[src/rtl/spi_seq_pkg.sv]
// spi_seq_pkg: shared state type and constants for the SPI byte sequencer
package spi_seq_pkg;
  typedef enum logic [2:0] {IDLE, LEAD, LO, HI, TRAIL} state_t;
  localparam logic [1:0] SS_NONE = 2'b11;
  localparam int DIVBITS_DEF = 4;
endpackage

[src/rtl/spi_halfdiv.sv]
// spi_halfdiv: half-period down-counter, tick is high on the last cycle of a phase
module spi_halfdiv
  import spi_seq_pkg::*;
#(
  parameter int DIVBITS = DIVBITS_DEF
) (
  input  logic               clk,
  input  logic               rst,
  input  logic               load,
  input  logic [DIVBITS-1:0] div,
  output logic               tick
);
  localparam logic [DIVBITS-1:0] ONE = 1;
  logic [DIVBITS-1:0] cnt;
  always_ff @(posedge clk)
    if (rst) cnt <= '0;
    else if (load) cnt <= div;
    else if (cnt != '0) cnt <= cnt - ONE;
  assign tick = cnt == '0;
endmodule

[src/rtl/spi_seq.sv]
// spi_seq: SPI byte shift engine arbitrating the pins with legacy bit-bang writes
module spi_seq
  import spi_seq_pkg::*;
#(
  parameter int DIVBITS = DIVBITS_DEF
) (
  input  logic               CLK,
  input  logic               RST,
  input  logic               bb_we,
  input  logic               bb_sck,
  input  logic               bb_mosi,
  input  logic [1:0]         bb_ss,
  input  logic               bb_cpol,
  output logic               bb_lost,
  input  logic               cmd_valid,
  output logic               cmd_ready,
  input  logic [7:0]         cmd_data,
  input  logic [1:0]         cmd_ss,
  input  logic [DIVBITS-1:0] cmd_div,
  input  logic               cmd_last,
  output logic [7:0]         rx_data,
  output logic               rx_valid,
  output logic               busy,
  output logic               misox,
  input  logic [2:0]         MISO,
  output logic               SCK,
  output logic               MOSI,
  output logic [1:0]         nSS
);
  state_t state;
  logic cpol, last_q, tick, accept, load;
  logic [DIVBITS-1:0] div_q;
  logic [2:0] bit_cnt;
  logic [6:0] tx;
  logic [7:0] rx;
  assign misox = (MISO[0] & ~nSS[0]) | (MISO[1] & ~nSS[1]) | (MISO[2] & nSS[0] & nSS[1]);
  assign busy = state != IDLE;
  assign cmd_ready = state == IDLE && !bb_we;
  assign accept = cmd_valid && cmd_ready;
  // every phase boundary reloads the divider, so each phase lasts div+1 cycles
  assign load = accept || (busy && tick);
  spi_halfdiv #(.DIVBITS(DIVBITS)) u_div (
    .clk (CLK),
    .rst (RST),
    .load(load),
    .div (accept ? cmd_div : div_q),
    .tick(tick)
  );
  always_ff @(posedge CLK) begin
    if (RST) begin
      state <= IDLE;
      SCK <= 1'b0;
      MOSI <= 1'b0;
      nSS <= SS_NONE;
      cpol <= 1'b0;
      rx_data <= '0;
      rx_valid <= 1'b0;
      bb_lost <= 1'b0;
      tx <= '0;
      rx <= '0;
      bit_cnt <= '0;
      div_q <= '0;
      last_q <= 1'b0;
    end else begin
      rx_valid <= 1'b0;
      bb_lost <= busy && bb_we;
      case (state)
        IDLE:
          if (bb_we) begin
            SCK <= bb_sck;
            MOSI <= bb_mosi;
            nSS <= bb_ss;
            cpol <= bb_cpol;
          end else if (cmd_valid) begin
            div_q <= cmd_div;
            tx <= cmd_data[6:0];
            last_q <= cmd_last;
            nSS <= cmd_ss;
            MOSI <= cmd_data[7];
            SCK <= cpol;
            bit_cnt <= '0;
            state <= cmd_ss != nSS ? LEAD : LO;
          end
        LEAD: if (tick) state <= LO;
        LO:
          if (tick) begin
            SCK <= ~cpol;
            rx <= {rx[6:0], misox};
            state <= HI;
          end
        HI:
          if (tick) begin
            SCK <= cpol;
            if (bit_cnt == 3'd7) begin
              rx_data <= rx;
              rx_valid <= 1'b1;
              state <= last_q ? TRAIL : IDLE;
            end else begin
              bit_cnt <= bit_cnt + 3'd1;
              MOSI <= tx[6];
              tx <= {tx[5:0], 1'b0};
              state <= LO;
            end
          end
        TRAIL:
          if (tick) begin
            nSS <= SS_NONE;
            state <= IDLE;
          end
        default: state <= IDLE;
      endcase
    end
  end
endmodule
[config.mk]
export PLATFORM = sky130hd
export DESIGN_NAME = spi_seq
export DESIGN_NICKNAME = d
export VERILOG_FILES = /design/src/rtl/spi_seq_pkg.sv /design/src/rtl/spi_halfdiv.sv /design/src/rtl/spi_seq.sv
export SDC_FILE = /design/constraint.sdc
export NUM_CORES = 1
export LEC_CHECK = 0
export CAP_MARGIN = 20
export CORE_ASPECT_RATIO = 0.6
export CORE_MARGIN = 4
export CORE_UTILIZATION = 40
export CTS_CLUSTER_SIZE = 30
export DETAILED_ROUTE_END_ITERATION = 12
export PLACE_DENSITY = 0.71
export SLEW_MARGIN = 20
export SYNTH_ARGS = -nofsm -noshare
export SYNTH_HDL_FRONTEND = slang
export SYNTH_HIERARCHICAL = 1
export SYNTH_SLANG_ARGS = --single-unit
[constraint.sdc]
create_clock -name CLK -period 4.5 [get_ports CLK]
set_input_delay 0.9 -clock CLK [delete_from_list [all_inputs] [get_ports CLK]]
set_output_delay 0.9 -clock CLK [all_outputs]
set_load 0.02 [all_outputs]
==> metrics.yaml <==
rr_worst_depth: 7
fin_nets: 310
critPathKind: "primary input to primary output"
hold_viol: 0
final.setup.tns_ps: 0
syn_avg_cell_area_um2: 9.07
final_area_um2: 2720
die_h_um: 65.1
combPwrFrac_pct: 41.0
cts_htree_levels: 2
antenna_found_initial: 0
die_area_um2: 6730
critPathCaptureType: "primary output"
grt_max_degree: 28
synth_top_area_share_pct: 41.4
power.density_nw_per_um2: 478
yosys-top-cells-count: "dfxtp_1, nand2_1, nor2_1"
seqPwrFrac_pct: 40.6
hold_depth: 2
critPathRequiredTime_ps: 3600
critPathBufInv: 2
fin_crit_sh_pct: 71.7
min_path_type: "register to register"
antennaDiodeCount: 0
rsz0062_at_grt: "no"
io_buffers: 43
hold_ws_ps: 462
wirelength_um: 4480
grt_overflow: 0
setup_ws_ps: 1270
start_kind: "primary input"
post-cts-setup-buffers: 0
finalPower_mw: 1.30
cts.clk_slew.worst_paths_ps: 70
ys_ff_latch: 45
critical_path.top_delay_family: "buffers and inverters"
r2r_setup_slack_ps: 1990
finalNonFillerCells: 346
placed_area_um2: 2630
period_minus_slack_ps: 3230
synth_top_cell_by_area: "dfxtp_1"
dpl.cell_count: 338
cp_slowest_cell: "clkdlybuf4s50_1"
slew_violations: 0
tightest_slew_ps: 757
hold_end: "bit_cnt[1]"
area_delta_synth_final_pct: 24.8
routedWlPerCell_um: 13.0
grt.total_usage_pct: 14.1
fmax_ghz: 0.310
dpl_worst_slack_ps: 1250
dp_hpwl_um: 3270
drt_pass1_iterations: 4
r2r_start: "u_div/cnt[0]"
drt_iter0_drc: 58
grt_pass1_vias: 1674
syn_area_um2: 2180
cp_cell_sequence: "clkdlybuf4s50_1, nor2_1, clkdlybuf4s50_1"
initial_core_util_pct: 42.2
arrival_ps: 2330
synthTopCellsByArea: "dfxtp_1, nand2_1, mux2i_1"
drv_cap: 0
max-vdd-ir-drop_mv: 0.249
routed_via_density: 5.06
yosys_warnings: 6
fin_util_pct: 52.7
clock_latency_ps: 290
power.leakage_nw: 1.05
ant_nets: 0
synth_edf_count: 0
outcome: "complete, no violations"
gp_congestion: 0.778
cp_common_cell: "clkdlybuf4s50_1"
cts_tree: "yes"
ios: 44
cts_resized: 0
core.rowCount: 20
switching_share_pct: 37.7
ys_types: 51
numCtsBuffers: 5
worstReg2RegEnd: "tx[4]"
synthCells: 240
grt_pass1_wl_um: 7640
relSlewSlack_pct: 49.4
path_max_fanout: 11
die_w_um: 103
drcViolationCount: 0
min_from: "bit_cnt[1]"
yosysMostFrequentCell: "dfxtp_1"
root_buffer: "clkbuf_8"
p_clk_share_pct: 18.3
core_um2: 5150
async_flop_share_pct: 0
synth.net_count: 271
cts_sinks: 45
internal_power_uw: 808
ys.flop_type: "dfxtp_1"
cts.hold.buffers_added: 0
clockBufferDepth: 2
cpPeakStageDelay_ps: 620
drive_above_1_share_pct: 11.1
vias: 1752
skew_ps: 11.7
setup_viol: 0
seq_area_frac_synth_pct: 41.4
switchingPower_uw: 490
-- flip-flops by register name, summed over array words and instances, names as in the netlist --
name,flops
last_q,1
rx_valid,1
rx,8
tx,7
div_q,4
MOSI,1
u_div/cnt,4
nSS,2
cpol,1
bit_cnt,3
state,3
SCK,1
rx_data,8
bb_lost,1
-- worst min-delay path, cell delays in order, from the launching register on --
cell and delay [ps]:
dfxtp_1 320, nand2_1 50, a21oi_1 50
-- worst max path at each step --
stage               slack, ps      from  cells past startpoint         to
CTS                      1250     bb_we                      3  cmd_ready
finish                   1270     bb_we                      3  cmd_ready
global placement         1260     bb_we                      3  cmd_ready
floorplan                2230     bb_we                      2  cmd_ready
detailed placement       1250     bb_we                      3  cmd_ready
global route             1160  state[2]                      4  cmd_ready
-- area by class of cell --
class | instances | area, um^2
well taps | 66 | 82.6
repair buffers | 45 | 445
multi-input cells | 176 | 1180
inverters | 6 | 22.5
fillers | 504 | 2440
clock inverters | 2 | 10.0
clock buffers | 6 | 72.6
flip-flops and latches | 45 | 901
-- layout by cell type (no fill, tap or decap), drive strengths merged, types with 7 or more instances in the layout --
master,count
clkdlybuf4s50,43
nor2,21
dfxtp,45
nand2,39
a21oi,16
nor2b,9
nor3,9
nand3,8
o21ai,7
mux2i,11
-- metal layers --
metal	vias to the layer above	part of all wire (%)	wire length, um	global-route usage [%]
li1	916	-	-	-
met1	803	51	2300	20.1
met3	0	5.4	244	3.71
met5	-	0	0	0
met4	0	0	0	2.42
met2	33	43	1930	21.8
-- power by group through the flow --
stage	Sequential (mW)	Clock [mW]	Combinational, mW
finish	0.527	0.238	0.532
global route	0.536	0.265	0.589
CTS	0.527	0.248	0.536
detailed placement	0.535	0	0.533
global placement	0.533	0	0.530
floorplan	0.519	0	0.410
-- cell families (layout without fill, tap and decap cells) --
kind of cell / Yosys count / after routing / synth area share, %
AND/OR/NAND/NOR: 103 / 103 / 25.6
AO/OA/AOI/OAI: 47 / 47 / 16.3
flip-flops: 45 / 45 / 41.4
buffers and inverters: 19 / 59 / 4.31
multiplexers: 16 / 16 / 7.64
XOR/XNOR: 6 / 6 / 2.41
adder cells (fa/ha/maj): 4 / 4 / 2.30
Power figures use the tool's default switching activity.
